--- src/rtl/vga_timing_pkg.sv ---
// Shared VGA timing constants: default 640x480@60 geometry, derived totals and sync
// windows, RGB444 field positions and the pipeline flag bundle used by the reader.
package vga_timing_pkg;

    localparam int unsigned DEF_H_ACTIVE  = 640;
    localparam int unsigned DEF_H_FP      = 16;
    localparam int unsigned DEF_H_SYNC    = 96;
    localparam int unsigned DEF_H_BP      = 48;
    localparam int unsigned DEF_V_ACTIVE  = 480;
    localparam int unsigned DEF_V_FP      = 10;
    localparam int unsigned DEF_V_SYNC    = 2;
    localparam int unsigned DEF_V_BP      = 33;
    localparam int unsigned DEF_PXL_WIDTH = 12;

    localparam int unsigned CNT_W = 10;

    function automatic int unsigned line_total(input int unsigned act, input int unsigned fp,
                                               input int unsigned sync, input int unsigned bp);
        return act + fp + sync + bp;
    endfunction

    function automatic int unsigned sync_start(input int unsigned act, input int unsigned fp);
        return act + fp;
    endfunction

    function automatic int unsigned sync_end(input int unsigned act, input int unsigned fp,
                                             input int unsigned sync);
        return act + fp + sync - 1;
    endfunction

    localparam int unsigned H_TOTAL      = line_total(DEF_H_ACTIVE, DEF_H_FP, DEF_H_SYNC, DEF_H_BP);
    localparam int unsigned V_TOTAL      = line_total(DEF_V_ACTIVE, DEF_V_FP, DEF_V_SYNC, DEF_V_BP);
    localparam int unsigned H_SYNC_START = sync_start(DEF_H_ACTIVE, DEF_H_FP);
    localparam int unsigned H_SYNC_END   = sync_end(DEF_H_ACTIVE, DEF_H_FP, DEF_H_SYNC);
    localparam int unsigned V_SYNC_START = sync_start(DEF_V_ACTIVE, DEF_V_FP);
    localparam int unsigned V_SYNC_END   = sync_end(DEF_V_ACTIVE, DEF_V_FP, DEF_V_SYNC);

    localparam int unsigned R_HI = 11;
    localparam int unsigned R_LO = 8;
    localparam int unsigned G_HI = 7;
    localparam int unsigned G_LO = 4;
    localparam int unsigned B_HI = 3;
    localparam int unsigned B_LO = 0;

    typedef struct packed {
        logic active;
        logic hsync_n;
        logic vsync_n;
        logic frame_start;
    } pipe_t;

    localparam pipe_t PIPE_IDLE = '{active: 1'b0, hsync_n: 1'b1, vsync_n: 1'b1,
                                    frame_start: 1'b0};

endpackage

--- src/rtl/vga_timing_gen.sv ---
// Pixel/line counters with combinational active, sync and frame-origin flags.
module vga_timing_gen
    import vga_timing_pkg::*;
#(
    parameter int unsigned H_ACTIVE = DEF_H_ACTIVE,
    parameter int unsigned H_FP     = DEF_H_FP,
    parameter int unsigned H_SYNC   = DEF_H_SYNC,
    parameter int unsigned H_BP     = DEF_H_BP,
    parameter int unsigned V_ACTIVE = DEF_V_ACTIVE,
    parameter int unsigned V_FP     = DEF_V_FP,
    parameter int unsigned V_SYNC   = DEF_V_SYNC,
    parameter int unsigned V_BP     = DEF_V_BP
) (
    input  logic             clk,
    input  logic             n_reset,
    output logic [CNT_W-1:0] h_cnt,
    output logic [CNT_W-1:0] v_cnt,
    output logic             active,
    output logic             hsync_n,
    output logic             vsync_n,
    output logic             frame_first
);

    localparam logic [CNT_W-1:0] H_LAST = CNT_W'(line_total(H_ACTIVE, H_FP, H_SYNC, H_BP) - 1);
    localparam logic [CNT_W-1:0] V_LAST = CNT_W'(line_total(V_ACTIVE, V_FP, V_SYNC, V_BP) - 1);
    localparam logic [CNT_W-1:0] H_ACT  = CNT_W'(H_ACTIVE);
    localparam logic [CNT_W-1:0] V_ACT  = CNT_W'(V_ACTIVE);
    localparam logic [CNT_W-1:0] HS_BEG = CNT_W'(sync_start(H_ACTIVE, H_FP));
    localparam logic [CNT_W-1:0] HS_END = CNT_W'(sync_end(H_ACTIVE, H_FP, H_SYNC));
    localparam logic [CNT_W-1:0] VS_BEG = CNT_W'(sync_start(V_ACTIVE, V_FP));
    localparam logic [CNT_W-1:0] VS_END = CNT_W'(sync_end(V_ACTIVE, V_FP, V_SYNC));

    always_ff @(posedge clk) begin
        if (!n_reset) begin
            h_cnt <= '0;
            v_cnt <= '0;
        end else if (h_cnt == H_LAST) begin
            h_cnt <= '0;
            v_cnt <= (v_cnt == V_LAST) ? '0 : v_cnt + CNT_W'(1);
        end else begin
            h_cnt <= h_cnt + CNT_W'(1);
        end
    end

    always_comb begin
        active      = (h_cnt < H_ACT) && (v_cnt < V_ACT);
        hsync_n     = !((h_cnt >= HS_BEG) && (h_cnt <= HS_END));
        vsync_n     = !((v_cnt >= VS_BEG) && (v_cnt <= VS_END));
        frame_first = (h_cnt == '0) && (v_cnt == '0);
    end

endmodule

--- src/rtl/vga_frame_reader.sv ---
// VGA frame-buffer reader: issues BRAM reads per active pixel and aligns returned
// RGB444 data with sync at the pins. Optional colour-bar source under VGA_TEST_PATTERN_EN.
module vga_frame_reader
    import vga_timing_pkg::*;
#(
    parameter int unsigned H_ACTIVE  = DEF_H_ACTIVE,
    parameter int unsigned H_FP      = DEF_H_FP,
    parameter int unsigned H_SYNC    = DEF_H_SYNC,
    parameter int unsigned H_BP      = DEF_H_BP,
    parameter int unsigned V_ACTIVE  = DEF_V_ACTIVE,
    parameter int unsigned V_FP      = DEF_V_FP,
    parameter int unsigned V_SYNC    = DEF_V_SYNC,
    parameter int unsigned V_BP      = DEF_V_BP,
    parameter int unsigned BRAM_LAT  = 1,
    parameter int unsigned PXL_WIDTH = DEF_PXL_WIDTH
) (
    input  logic                 i_clk,
    input  logic                 i_n_reset,
    input  logic                 i_pattern_sel,
    output logic [CNT_W-1:0]     o_rd_h_addr,
    output logic [CNT_W-1:0]     o_rd_v_addr,
    output logic                 o_rd_en,
    input  logic [PXL_WIDTH-1:0] i_rd_data,
    output logic                 o_hsync,
    output logic                 o_vsync,
    output logic [3:0]           o_vga_r,
    output logic [3:0]           o_vga_g,
    output logic [3:0]           o_vga_b,
    output logic                 o_frame_start
);

    logic [CNT_W-1:0] h_cnt;
    logic [CNT_W-1:0] v_cnt;
    logic             active;
    logic             hsync_n;
    logic             vsync_n;
    logic             frame_first;
    logic             rd_issue;
    pipe_t            stage_in;
    pipe_t            dly [BRAM_LAT];
    pipe_t            tail;
    logic [11:0]      pix;

    vga_timing_gen #(
        .H_ACTIVE (H_ACTIVE),
        .H_FP     (H_FP),
        .H_SYNC   (H_SYNC),
        .H_BP     (H_BP),
        .V_ACTIVE (V_ACTIVE),
        .V_FP     (V_FP),
        .V_SYNC   (V_SYNC),
        .V_BP     (V_BP)
    ) u_timing (
        .clk         (i_clk),
        .n_reset     (i_n_reset),
        .h_cnt       (h_cnt),
        .v_cnt       (v_cnt),
        .active      (active),
        .hsync_n     (hsync_n),
        .vsync_n     (vsync_n),
        .frame_first (frame_first)
    );

`ifdef VGA_TEST_PATTERN_EN
    logic [11:0] pat_color;
    logic [11:0] pat_dly     [BRAM_LAT];
    logic        pat_sel_dly [BRAM_LAT];

    assign rd_issue  = active && !i_pattern_sel;
    // 128-px bars straight from the counter MSBs avoid a divide-by-80
    assign pat_color = {{4{h_cnt[9]}}, {4{h_cnt[8]}}, {4{h_cnt[7]}}};

    always_ff @(posedge i_clk) begin
        if (!i_n_reset) begin
            for (int i = 0; i < int'(BRAM_LAT); i++) begin
                pat_dly[i]     <= '0;
                pat_sel_dly[i] <= 1'b0;
            end
        end else begin
            pat_dly[0]     <= pat_color;
            pat_sel_dly[0] <= i_pattern_sel;
            for (int i = 1; i < int'(BRAM_LAT); i++) begin
                pat_dly[i]     <= pat_dly[i-1];
                pat_sel_dly[i] <= pat_sel_dly[i-1];
            end
        end
    end
`else
    logic unused_pattern_sel;

    assign unused_pattern_sel = i_pattern_sel;
    assign rd_issue           = active;
`endif

    always_ff @(posedge i_clk) begin
        if (!i_n_reset) begin
            o_rd_en     <= 1'b0;
            o_rd_h_addr <= '0;
            o_rd_v_addr <= '0;
        end else begin
            o_rd_en     <= rd_issue;
            o_rd_h_addr <= active ? h_cnt : '0;
            o_rd_v_addr <= active ? v_cnt : '0;
        end
    end

    always_comb begin
        stage_in             = PIPE_IDLE;
        stage_in.active      = active;
        stage_in.hsync_n     = hsync_n;
        stage_in.vsync_n     = vsync_n;
        stage_in.frame_start = frame_first;
    end

    // Flags ride alongside the BRAM read so sync and colour leave on the same edge
    always_ff @(posedge i_clk) begin
        if (!i_n_reset) begin
            for (int i = 0; i < int'(BRAM_LAT); i++) begin
                dly[i] <= PIPE_IDLE;
            end
        end else begin
            dly[0] <= stage_in;
            for (int i = 1; i < int'(BRAM_LAT); i++) begin
                dly[i] <= dly[i-1];
            end
        end
    end

    assign tail = dly[BRAM_LAT-1];

    always_comb begin
        pix = i_rd_data[R_HI:B_LO];
`ifdef VGA_TEST_PATTERN_EN
        if (pat_sel_dly[BRAM_LAT-1]) begin
            pix = pat_dly[BRAM_LAT-1];
        end
`endif
    end

    always_ff @(posedge i_clk) begin
        if (!i_n_reset) begin
            o_hsync       <= 1'b1;
            o_vsync       <= 1'b1;
            o_vga_r       <= 4'h0;
            o_vga_g       <= 4'h0;
            o_vga_b       <= 4'h0;
            o_frame_start <= 1'b0;
        end else begin
            o_hsync       <= tail.hsync_n;
            o_vsync       <= tail.vsync_n;
            o_vga_r       <= tail.active ? pix[R_HI:R_LO] : 4'h0;
            o_vga_g       <= tail.active ? pix[G_HI:G_LO] : 4'h0;
            o_vga_b       <= tail.active ? pix[B_HI:B_LO] : 4'h0;
            o_frame_start <= tail.frame_start;
        end
    end

endmodule

--- config.mk ---
export PLATFORM = sky130hd
export DESIGN_NAME = vga_frame_reader
export DESIGN_NICKNAME = d
export VERILOG_FILES = /design/src/rtl/vga_timing_pkg.sv /design/src/rtl/vga_timing_gen.sv /design/src/rtl/vga_frame_reader.sv
export SDC_FILE = /design/constraint.sdc
export NUM_CORES = 1
export LEC_CHECK = 0
export BUFFER_PORTS_ARGS = -buffer_cell sky130_fd_sc_hd__buf_2
export CORE_ASPECT_RATIO = 1.75
export CORE_MARGIN = 5
export CORE_UTILIZATION = 30
export DETAILED_ROUTE_END_ITERATION = 7
export PLACE_DENSITY_LB_ADDON = 0.08
export SLEW_MARGIN = 10
export SYNTH_ARGS = -nofsm -noshare
export SYNTH_HDL_FRONTEND = slang
export SYNTH_SLANG_ARGS = --single-unit
--- constraint.sdc ---
create_clock -name i_clk -period 3.42 [get_ports i_clk]
set_input_delay 0.684 -clock i_clk [delete_from_list [all_inputs] [get_ports i_clk]]
set_output_delay 0.684 -clock i_clk [all_outputs]
set_load 0.02 [all_outputs]
### Yosys cells after proc, flatten, opt, wreduce, memory -nomap -nowiden

Memories as Yosys holds them, arrays and structs flattened.
Cells that the tools add are included.

* memory bits (writable): 4
* bits in registers: 56
* input port bits: 15
* memories: 1
* output and inout bits: 36

* $lt $le $gt $ge: 6
* mux-type cells: 5
* reduce and logical (&&, ||, !) cells: 12
* add/sub/neg operators: 2
* bitwise operators: 1
* equality and inequality tests: 2

Memories
* dly: depth 1, width 4, rd ports 1, clocked after Yosys merged registers in 0, wr ports 1, line vga_frame_reader.sv:40 `pipe_t dly [BRAM_LAT];`

Operators with widths (count)
* $add 10x1->10 const B: 2
* $eq 10x10->1 const B: 2
* $logic_not 10->1: 2
* $ge 10x10->1 const B: 1
* $ge 10x9->1 const B: 1
* $le 10x10->1 const B: 1
* $le 10x9->1 const B: 1
* $lt 10x10->1 const B: 1
* $lt 10x9->1 const B: 1
* $mux 10: 1
* $logic_and 1x1->1: 4
* $mux 4: 1
* $reduce_and 2->1: 2
* $reduce_or 4->1: 1
* $mux 1: 3
* $logic_not 1->1: 2
* $reduce_or 2->1: 1
* $not 1->1: 1

### Longest topological paths before layout

Gate-level depths: netlist of the first run.

* depth after elaboration: 4
* mapped depth: 7
* depth with buffers taken out: 6

### Modules after synthesis

Synthesis of the first run repeated with hierarchy kept, for this count alone.

* cell total of the unflattened synthesis: 213
* area, all modules: 2242.2 um^2

Modules (own cells, without submodules)
* vga_timing_gen: instances 1, area an instance 1178.6 um^2, cells an instance 128
* vga_frame_reader: instances 1, area an instance 1063.5 um^2, cells an instance 85

### Worst setup path before layout of the first run

OpenSTA, ideal clock, no wires.

* path type: flip-flop to flip-flop
* from: register u_timing.h_cnt[6]
* to: register u_timing.v_cnt[6]
* data required time: 3.348 ns
* arrival: 1.987 ns
* library setup time: 0.072 ns
* path buffers: 3
* stages on the path, launching flop included: 8
* path slack: 1.361 ns
* path through: dfxtp_1 buf_6 or3_1 buf_2 or3_1 buf_2 or4_1 a21oi_1

* cells in the longest elaborated chain, start to end: 1

RTL lines
* start: declaration: line vga_timing_gen.sv:16 `output logic [CNT_W-1:0] h_cnt,`
* start signal: assignment: line vga_timing_gen.sv:41 `h_cnt <= h_cnt + CNT_W'(1);`
* $eq 10x10->1: line vga_timing_gen.sv:37 `end else if (h_cnt == H_LAST) begin`
* end signal: assignment: line vga_timing_gen.sv:39 `v_cnt <= (v_cnt == V_LAST) ? '0 : v_cnt + CNT_W'(1);`
* end: declaration: line vga_timing_gen.sv:17 `output logic [CNT_W-1:0] v_cnt,`

Every way passes these cells.
A chain may end at the register's enable or synchronous reset.

### Final worst setup path of the first run

* from: register u_timing.h_cnt[0]
* to: register u_timing.v_cnt[0]

Same word-level chain as after synthesis.

==> reports/metrics.yaml, run 1 <==
nNetsFinal: 279
synth_ff_type: "dfxtp_1"
die_height_um: 121
timing.reg2reg.worst_path_depth: 5
worstPathRequired_ps: 3600
cts_root_buffer: "clkbuf_16"
ys_types: 31
gp_routability_congestion: 0.762
count_of_final_setup_violators: 0
core_region_area_mm2: 0.00686
drt-initial-drc-count: 155
timing.max_slew.rel_slack: 0.568
place_hpwl_um: 3380
yosys_register_bits: 59
async_flop_share: 0
min_period_ps: 2310
grt_overflow_total: 0
final_hold_viol_count: 0
drv_slew: 0
cts.reportedPaths.clkPinSlew_ps: 50
yosys.area.top_type: "dfxtp_1"
nFillCells: 683
synth_enable_flop_cells: 0
drt_pre_antenna_iters: 4
netlist_area_mm2: 0.00210
hold_path_startpoint: "dly[0][2]$_SDFF_PN1_"
floorplan.die_area_mm2: 0.00882
place.detailed.instances: 332
clk-insertion-delay-late_ps: 320
initial_core_util: 0.306
peak_supply_drop_uv: 234
final.setup.tns_ps: 0
synthesis.yosys.warnings: 0
synthTopCellsByCount: "dfxtp_1 (59), and2_1 (23), and3_1 (15)"
overall_global_routing_usage: 0.119
vias_in_the_first_global_route: 1586
global_route_wire_length_before_repair_um: 7820
io-pin-count: 51
crit-reg2reg-launch: "u_timing.h_cnt[0]$_SDFF_PP0_"
cts_hold_buf: 0
final_area_mm2: 0.00271
setup_repair_after_global_routing_missed_its_margin: "false"
detailed_place.area_mm2: 0.00239
row_count: 40
worst_hold_path.endpoint: "o_hsync$_SDFF_PN1_"
max-cap-violations: 0
htreeDepth: 3
finClkSkew_ps: 9.72
wirelength_um: 4880
flow.area_growth_from_synthesis_pct: 29.1
cellPowerDensity_mw_per_mm2: 635
netlist_top_cells_area: "dfxtp_1 (56%), and2_1 (6.9%), and3_1 (4.5%)"
post_synth.cell_area_avg_um2: 9.93
setup.worst_path.class: "flip-flop to flip-flop"
post_cts_setup_inserts: 0
critical_path.reg2reg.endpoint: "u_timing.v_cnt[0]$_SDFFE_PN0N_"
vias_per_cell: 4.64
fp.dieW_um: 73.2
detail_route.wl_per_cell_um: 14.1
placement.io_buffers: 49
antenna_left: 0
cts_tree: "yes"
critical_path.max_fanout: 8
n_antenna_cell: 0
setup.worst_path.end_class: "flip-flop"
maximum_number_of_pins_on_one_net_before_global_route_repair: 29
antenna_found_initial: 0
timing.critical_path.from_type: "flip-flop"
timing.critical_path.arrival_ps: 2500
power_leakage_nw: 1.19
max_slew.worst_pin.slew_ps: 643
timing.final.crit_share: 0.677
status: "completed"
post_route_cells_drive_above_1_share: 0.244
seq_area_frac_synth: 0.564
cts_made_buffers: 9
numClockSinks: 59
achievable-frequency_mhz: 432
final_cell_count_no_fill: 346
synth_fp_nets: 231
synth_cells: 211
num_vias: 1607
synth_top_area_share: 0.564
leading_cell_type_by_number_of_instances_after_synthesis: "dfxtp_1"
worst-r2r-setup-slack_ps: 1110
hp-class: "flip-flop to flip-flop"
worstHoldPathCells: 1
postCtsResizedCells: 0
route.detailed.drc: 0
cts_buffer_depth: 2
## layout make-up
cell class | instances | area, µm² | share of cell area
sequential | 59 | 1180 | 0.436
multi-input combinational | 133 | 832 | 0.307
clock buffer | 12 | 256 | 0.0948
timing repair buffer | 49 | 245 | 0.0906
tap | 84 | 105 | 0.0388
clock inverter | 2 | 60.1 | 0.0222
inverter | 7 | 26.3 | 0.00971
## kinds of logic (layout without fill, tap and decap cells)
kind of cell	Yosys count	count (layout)	share of synthesized area
AO/OA/AOI/OAI	14	14	0.0376
XOR/XNOR	11	11	0.0460
adder cells (fa/ha/maj)	5	5	0.0299
buffers and inverters	19	70	0.0394
flip-flops	59	59	0.564
other	1	1	0.00179
AND/OR/NAND/NOR	102	102	0.282
## power breakdown
part,internal (mW),switching [mW]
combinational,0.0212,0.0331
clock,0.668,0.286
sequential,0.703,0.00866
## flip-flops by register name, indices dropped and copies added (netlist names), 3 cells and up
register / count
o_rd_h_addr: 10
o_rd_v_addr: 10
u_timing.h_cnt: 10
u_timing.v_cnt: 10
o_vga_b: 4
o_vga_g: 4
o_vga_r: 4
dly: 3
## through the flow
step	hold slack (ps)	power, mW	setup slack (ps)	utilization
4_1_cts	410	1.75	1030	0.395
5_1_grt	427	1.79	859	0.395
2_1_floorplan	386	0.757	1360	-
3_5_place_dp	393	0.781	1070	0.349
3_3_place_gp	392	0.781	1080	0.349
6_report	404	1.72	1110	0.395
## worst max-delay path, stage by stage, from the launching register on
cell	delay [ps]
dfxtp_1	410
ha_1	290
nand4_1	250
or3_1	540
o21ai_1	570
nor2_1	110
## how the worst max path moves through the flow
stage                                           to  slack, ps                          from
detailed placement  u_timing.v_cnt[0]$_SDFFE_PN0N_       1070  u_timing.h_cnt[0]$_SDFF_PP0_
global route        u_timing.v_cnt[2]$_SDFFE_PN0N_        860  u_timing.h_cnt[0]$_SDFF_PP0_
finish              u_timing.v_cnt[0]$_SDFFE_PN0N_       1110  u_timing.h_cnt[0]$_SDFF_PP0_
global placement    u_timing.v_cnt[0]$_SDFFE_PN0N_       1080  u_timing.h_cnt[0]$_SDFF_PP0_
floorplan           u_timing.v_cnt[6]$_SDFFE_PN0N_       1360  u_timing.h_cnt[6]$_SDFF_PP0_
CTS                 u_timing.v_cnt[0]$_SDFFE_PN0N_       1030  u_timing.h_cnt[0]$_SDFF_PP0_
## per-layer routing
metal	vias to the layer above	wire (µm)	GRT usage
li1	813	-	-
met1	755	1830	0.122
met2	33	2730	0.198
met3	6	245	0.0441
met4	0	63	0.0774
met5	-	0	0
## cells in the final DEF (no fill, tap or decap), drive strengths merged, types with 6 or more instances in the layout
cell    instances
nand2          11
clkbuf         12
and2           23
inv             7
and3           15
nand4           8
buf            49
nor2           10
dfxtp          59
nand3           8
xnor2           8
o21ai           6
Power figures use the tool's default switching activity.
==> inputs of run 2 (changes only) <==
--- a/config.mk
+++ b/config.mk
@@ -5,6 +5,7 @@
 export SDC_FILE = /design/constraint.sdc
 export NUM_CORES = 1
 export LEC_CHECK = 0
+export ABC_AREA = 1
 export BUFFER_PORTS_ARGS = -buffer_cell sky130_fd_sc_hd__buf_2
 export CORE_ASPECT_RATIO = 1.75
 export CORE_MARGIN = 5
==> constraint.sdc (replaced) <==
create_clock -name i_clk -period 2.35 [get_ports i_clk]
set_input_delay 0.47 -clock i_clk [delete_from_list [all_inputs] [get_ports i_clk]]
set_output_delay 0.47 -clock i_clk [all_outputs]
set_load 0.02 [all_outputs]
==> run 2 against run 1 <==
Net effect:
- critical path depth up 3
- clock power up 67%
- sequential cell count unchanged
- core utilization up 0.40 points
- clock skew down 4.3 ps
- design area up 9.9%
- area after synthesis up 8.1%
- synthesized cell count up 36%
- via count up 16%
- global-route usage up 0.62 points
- power up 58%
- critical path type unchanged
- largest cell class unchanged
==> reports/metrics.yaml, run 2 <==
hp-class: "input port to flip-flop"
synth_fp_nets: 306  # +32%
drt-initial-drc-count: 78  # -50%
cellPowerDensity_mw_per_mm2: 913  # +44%
finClkSkew_ps: 5.39  # -4.34 ps
setup.worst_path.end_class: "flip-flop"
yosys_register_bits: 59  # unchanged
post_synth.cell_area_avg_um2: 7.92  # -20%
flow.area_growth_from_synthesis_pct: 31.3
vias_per_cell: 4.29  # -7.6%
critPathBufInv: 1  # +1
count_of_final_setup_violators: 0  # unchanged
hold-worst-slack_ps: 350  # -54.1 ps
yosys.area.top_type: "dfxtp_1"
final_critical_path_setup_slack_ps: 685  # -420 ps
vias_in_the_first_global_route: 1863  # +17%
global_route_wire_length_before_repair_um: 8540  # +9.2%
timing.critical_path.cells: "ha_1, nand3_2, nor2_4, nand2_4, nand2_2, nand2_1, o21ai_1, inv_1"
critical-path-max-stage-delay_ps: 370  # -200 ps
critPathSlowestCell: "dfxtp_1"
nFillCells: 818  # +20%
layout.cells.most_common: "dfxtp_1"
place.detailed.instances: 421  # +27%
overall_global_routing_usage: 0.126  # +0.00623
postCtsResizedCells: 0  # unchanged
wirelength_um: 5190  # +6.4%
worst_path_dominant_cell_family: "simple AND/OR/NAND/NOR gates"
netlist_top_cells_area: "dfxtp_1 (52%), nand2_1 (8.6%), nor2_1 (8.6%)"
drv_slew: 0  # unchanged
max-cap-violations: 0  # unchanged
placement.io_buffers: 49  # unchanged
io-pin-count: 51  # unchanged
leading_cell_type_by_number_of_instances_after_synthesis: "dfxtp_1"
htreeDepth: 3  # unchanged
seq_area_frac_synth: 0.521  # -0.0423
synthesis.yosys.warnings: 0  # unchanged
worst-r2r-setup-slack_ps: 690  # -420 ps
antenna_left: 0  # unchanged
cts.reportedPaths.clkPinSlew_ps: 50  # about the same
async_flop_share: 0  # unchanged
numClockSinks: 59  # unchanged
gp_routability_congestion: 0.808  # +6.0%
initial_core_util: 0.304  # -0.00200
post_route_cells_drive_above_1_share: 0.293  # +0.0488
final.setup.tns_ps: 0  # unchanged
synth_top_area_share: 0.521  # -0.0423
achievable-frequency_mhz: 601  # +39%
timing.critical_path.arrival_ps: 1880  # -620 ps
die_height_um: 125  # +3.7%
floorplan.die_area_mm2: 0.00946  # +7.2%
detail_route.wl_per_cell_um: 11.9  # -16%
drt_pre_antenna_iters: 4  # unchanged
cts_root_buffer: "clkbuf_16"
setup_repair_after_global_routing_missed_its_margin: "false"
total_power_mw: 2.72  # +58%
route.detailed.drc: 0  # unchanged
worstPathRequired_ps: 2570  # -1030 ps
synthTopCellsByCount: "dfxtp_1 (59), nand2_1 (52), nor2_1 (52)"
clk-insertion-delay-late_ps: 330  # about the same
row_count: 42  # +5.0%
critical_path.max_fanout: 12  # +4
grt_overflow_total: 0  # unchanged
place_hpwl_um: 4000  # +18%
core_region_area_mm2: 0.00746  # +8.8%
min_period_ps: 1660  # -650 ps
peak_supply_drop_uv: 457  # +95%
n_antenna_cell: 0  # unchanged
timing.final.crit_share: 0.708  # +0.0316
cts_hold_buf: 0  # unchanged
maximum_number_of_pins_on_one_net_before_global_route_repair: 13  # -55%
synth_enable_flop_cells: 0  # unchanged
status: "completed"
ys_types: 29  # -6.5%
final_cell_count_no_fill: 436  # +26%
setup.worst_path.class: "flip-flop to flip-flop"
cts_buffer_depth: 2  # unchanged
antenna_found_initial: 0  # unchanged
final_core_utilization: 0.399  # +0.00402
most-common-layout-cells: "dfxtp_1 (59), nor2_1 (52), nand2_1 (52), buf_2 (49), inv_1 (37)"
post_cts_setup_inserts: 0  # unchanged
cts_made_buffers: 9  # unchanged
fp.dieW_um: 75.7  # +3.4%
synth_cells: 286  # +36%
final_area_mm2: 0.00298  # +9.9%
timing.critical_path.from_type: "flip-flop"
final_hold_viol_count: 0  # unchanged
dpl_worst_slack_ps: 602  # -465 ps
cts_tree: "yes"
power_leakage_nw: 1.40  # +18%
nNetsFinal: 364  # +30%
netlist_area_mm2: 0.00227  # +8.1%
synth_ff_type: "dfxtp_1"
detailed_place.area_mm2: 0.00261  # +9.3%
num_vias: 1871  # +16%
-- run 2: cell count changes after synthesis, sizes merged, moves of 4 or more --
cell    previous run  this run
and2              23         0
and3              15         0
clkbuf             8         1
inv                7        44
nand2             11        59
nand3              8        16
nand4              8         4
nor2              10        69
nor4               5         1
or3                5         1
or4                4         0
xnor2              8         0
-- run 2: where the power goes --
group	total (mW)	switching, mW	leakage [nW]	internal (mW)
sequential	1.03	0.00785	0.479	1.02
clock	1.59	0.429	0.179	1.16
combinational	0.0945	0.0616	0.741	0.0329
-- run 2: area by class of cell --
class	count	area [µm²]	share of cell area
multi-input cells	179	895	0.301
repair buffers	51	260	0.0875
clock buffers	10	239	0.0803
inverters	44	165	0.0555
clock inverters	5	125	0.0421
well taps	88	110	0.0370
flip-flops and latches	59	1180	0.397
-- run 2: worst register-to-register path: cells and delay by family, from the launching register on --
family,cells,cell delay (ps)
adders and majority gates,1,240
AOI/OAI and AO/OA,1,100
buffers and inverters,1,40
DFF,1,370
and+or+nand+nor,5,800
-- run 2: worst paths after layout --
| path | end | depth (start not counted) | startpoint |
|---|---|---|---|
| max reg2reg | u_timing.v_cnt[0]$_SDFFE_PN0N_ | 8 | u_timing.h_cnt[0]$_SDFF_PP0_ |
| min | o_vga_r[0]$_SDFF_PN0_ | 3 | i_rd_data[8] |
| max | u_timing.v_cnt[0]$_SDFFE_PN0N_ | 8 | u_timing.h_cnt[0]$_SDFF_PP0_ |
| min reg2reg | o_vsync$_SDFF_PN1_ | 1 | dly[0][1]$_SDFF_PN1_ |
-- run 2: logic make-up (layout without fill, tap and decap cells) --
family,after synthesis,count (layout),synth area share
XOR/XNOR,3,3,0.0116
adder cells (fa/ha/maj),5,5,0.0276
AO/OA/AOI/OAI,13,13,0.0304
flip-flops,59,59,0.521
buffers and inverters,48,110,0.0839
AND/OR/NAND/NOR,157,157,0.324
other,1,1,0.00165
-- run 2: per-layer routing --
layer,share of wire,vias to the layer above,track usage,wire length [µm]
met5,0,-,0,0
met3,0.060,16,0.0578,310
met4,0.046,0,0.0814,240
met1,0.36,829,0.119,1860
li1,-,984,-,-
met2,0.54,42,0.208,2780
==> inputs of run 3 (changes only) <==
--- a/config.mk
+++ b/config.mk
@@ -5,7 +5,7 @@
 export SDC_FILE = /design/constraint.sdc
 export NUM_CORES = 1
 export LEC_CHECK = 0
-export ABC_AREA = 1
+export ABC_AREA = 0
 export BUFFER_PORTS_ARGS = -buffer_cell sky130_fd_sc_hd__buf_2
 export CORE_ASPECT_RATIO = 1.75
 export CORE_MARGIN = 5
==> constraint.sdc (replaced) <==
create_clock -name i_clk -period 1.34 [get_ports i_clk]
set_input_delay 0.268 -clock i_clk [delete_from_list [all_inputs] [get_ports i_clk]]
set_output_delay 0.268 -clock i_clk [all_outputs]
set_load 0.02 [all_outputs]
==> run 3 against run 2 <==
Net effect:
- first-iteration DRC count fell by 28%
- the flow now finishes with violations (negative setup slack)
- worst setup slack worse by 1100 ps
- sequential share of layout area decreased by 2.1 points
- count of clock-buffer cells in the layout is 2 higher
- design area is 6.0% higher
==> reports/metrics.yaml, run 3 (synthesized netlist as in run 1, its figures left out) <==
hold_path_startpoint: "i_rd_data[8]"
placement.io_buffers: 49  # unchanged
grt_overflow_total: 0  # unchanged
worst-r2r-setup-slack_ps: -410  # -1090 ps
setup.worst_path.end_class: "flip-flop"
numClockSinks: 59  # unchanged
finClkSkew_ps: 3.34  # -2.05 ps
worstHoldPathCells: 2  # -1
place_hpwl_um: 3980  # -0.60%
critical_path.max_fanout: 6  # -6
nNetsFinal: 323  # -11%
flow.area_growth_from_synthesis_pct: 50.5
drv_slew: 0  # unchanged
vias_per_cell: 4.53  # +5.5%
count_of_final_setup_violators: 35  # +35
layout.cells.most_common: "dfxtp_1"
nFillCells: 694  # -15%
io-pin-count: 51  # unchanged
clk-insertion-delay-late_ps: 320  # about the same
failing_checks: "negative setup slack"
cts_made_buffers: 9  # unchanged
total_power_mw: 4.10  # +51%
num_vias: 1774  # -5.2%
final_cell_count_no_fill: 392  # -10%
floorplan.die_area_mm2: 0.00882  # -6.7%
timing.critical_path.cells: "or3_4, or3_4, or4_4, a21oi_2"
place.detailed.instances: 375  # -11%
fp.dieW_um: 73.2  # -3.3%
htreeDepth: 3  # unchanged
gp_routability_congestion: 0.752  # -7.0%
wirelength_um: 5320  # +2.5%
route.detailed.drc: 0  # unchanged
setup.worst_path.class: "flip-flop to flip-flop"
detail_route.wl_per_cell_um: 13.6  # +14%
most-common-layout-cells: "dfxtp_1 (54), buf_2 (49), buf_4 (40), and2_1 (23), and3_1 (14)"
peak_supply_drop_uv: 530  # +16%
drt-initial-drc-count: 56  # -28%
final_hold_viol_count: 0  # unchanged
timing.reg2reg.worst_path_depth: 4  # -4
multi_input_comb_area_um2: 963  # +7.7%
achievable-frequency_mhz: 572  # -4.7%
worst_hold_path.endpoint: "o_vga_r[0]$_SDFF_PN0_"
antenna_found_initial: 0  # unchanged
final_critical_path_setup_slack_ps: -407  # -1090 ps
initial_core_util: 0.306  # +0.00200
min_period_ps: 1750  # +82.1 ps
setup_repair_after_global_routing_missed_its_margin: "true"
timing.critical_path.arrival_ps: 2000  # +120 ps
die_height_um: 121  # -3.5%
cts_buffer_depth: 2  # unchanged
max-cap-violations: 0  # unchanged
n_antenna_cell: 0  # unchanged
worstPathRequired_ps: 1600  # -970 ps
power_leakage_nw: 1.42  # +1.7%
timing.critical_path.from_type: "flip-flop"
antenna_left: 0  # unchanged
cts_tree: "yes"
status: "finished with violations"
overall_global_routing_usage: 0.133  # +0.00746
critical_path.reg2reg.endpoint: "u_timing.v_cnt[6]$_SDFFE_PN0N_"
crit-reg2reg-launch: "u_timing.h_cnt[5]$_SDFF_PP0_"
hold-worst-slack_ps: 183  # -167 ps
global_route_wire_length_before_repair_um: 8740  # +2.4%
maximum_number_of_pins_on_one_net_before_global_route_repair: 28  # +15
hp-class: "input port to flip-flop"
cts_root_buffer: "clkbuf_16"
final_area_mm2: 0.00315  # +6.0%
timing.critical_path.mode_cell: "or3_4"
critical-path-max-stage-delay_ps: 430  # +60 ps
core_region_area_mm2: 0.00686  # -8.1%
cts.reportedPaths.clkPinSlew_ps: 50  # about the same
detailed_place.area_mm2: 0.00272  # +4.0%
timing.final.crit_share: 1.30  # +0.595
post_route_cells_drive_above_1_share: 0.435  # +0.142
critPathSlowestCell: "or3_4"
drt_pre_antenna_iters: 4  # unchanged
row_count: 40  # -4.8%
vias_in_the_first_global_route: 1839  # -1.3%
cellPowerDensity_mw_per_mm2: 1300  # +42%
final-seq-area_mm2: 0.00119  # +0.53%
-- run 3: worst max-delay path by stage --
stage          cells past startpoint                        endpoint  slack [ps]                    startpoint
4_1_cts                            4  u_timing.v_cnt[9]$_SDFFE_PN0N_        -380  u_timing.h_cnt[5]$_SDFF_PP0_
5_1_grt                            6  u_timing.v_cnt[8]$_SDFFE_PN0N_        -460  u_timing.h_cnt[1]$_SDFF_PP0_
2_1_floorplan                      7  u_timing.v_cnt[6]$_SDFFE_PN0N_        -570  u_timing.h_cnt[6]$_SDFF_PP0_
3_3_place_gp                       6            dly[0][0]$_SDFF_PN0_        -390  u_timing.h_cnt[0]$_SDFF_PP0_
6_report                           4  u_timing.v_cnt[6]$_SDFFE_PN0N_        -410  u_timing.h_cnt[5]$_SDFF_PP0_
3_5_place_dp                       5  u_timing.v_cnt[7]$_SDFFE_PN0N_        -400  u_timing.h_cnt[0]$_SDFF_PP0_
-- run 3: stage by stage --
step | setup TNS [ps] | utilization | worst slack (ps)
3_5_place_dp | -6680 | 0.396 | -405
2_1_floorplan | -6710 | - | -572
3_3_place_gp | -6290 | 0.396 | -394
5_1_grt | -7070 | 0.460 | -464
6_report | -4980 | 0.460 | -407
4_1_cts | -5300 | 0.452 | -384
-- run 3: worst max-delay path: cells and delay by family, from the launching register on --
| kind | cells | cell delay, ps |
|---|---|---|
| AO/OA/AOI/OAI | 1 | 110 |
| flip-flops | 1 | 310 |
| AND/OR/NAND/NOR | 3 | 1250 |
-- run 3: power breakdown --
group | internal [mW] | switching, mW | total (mW) | leakage, nW
registers | 1.79 | 0.0126 | 1.81 | 0.481
logic | 0.0887 | 0.108 | 0.197 | 0.806
clock network | 1.34 | 0.754 | 2.10 | 0.135
-- run 3: area by class of cell --
type / count / share of cell area
Multi-Input combinational cell: 133 / 0.305
Clock inverter: 4 / 0.00793
Clock buffer: 12 / 0.0813
Tap cell: 84 / 0.0333
Inverter: 7 / 0.00833
Sequential cell: 59 / 0.376
Timing Repair Buffer: 93 / 0.187
-- run 3: what timing repair did --
action,4_1_cts,5_1_grt
endpoints found under the setup margin,38,39
resized for setup,22,16
buffers inserted,2,0
pin swaps,10,6
hold buffers,0,0
-- run 3: metal layers --
metal | part of all wire | up-vias | GRT usage
met2 | 0.54 | 43 | 0.230
li1 | - | 898 | -
met5 | 0 | - | 0
met4 | 0.020 | 0 | 0.0693
met3 | 0.057 | 10 | 0.0424
met1 | 0.39 | 823 | 0.139
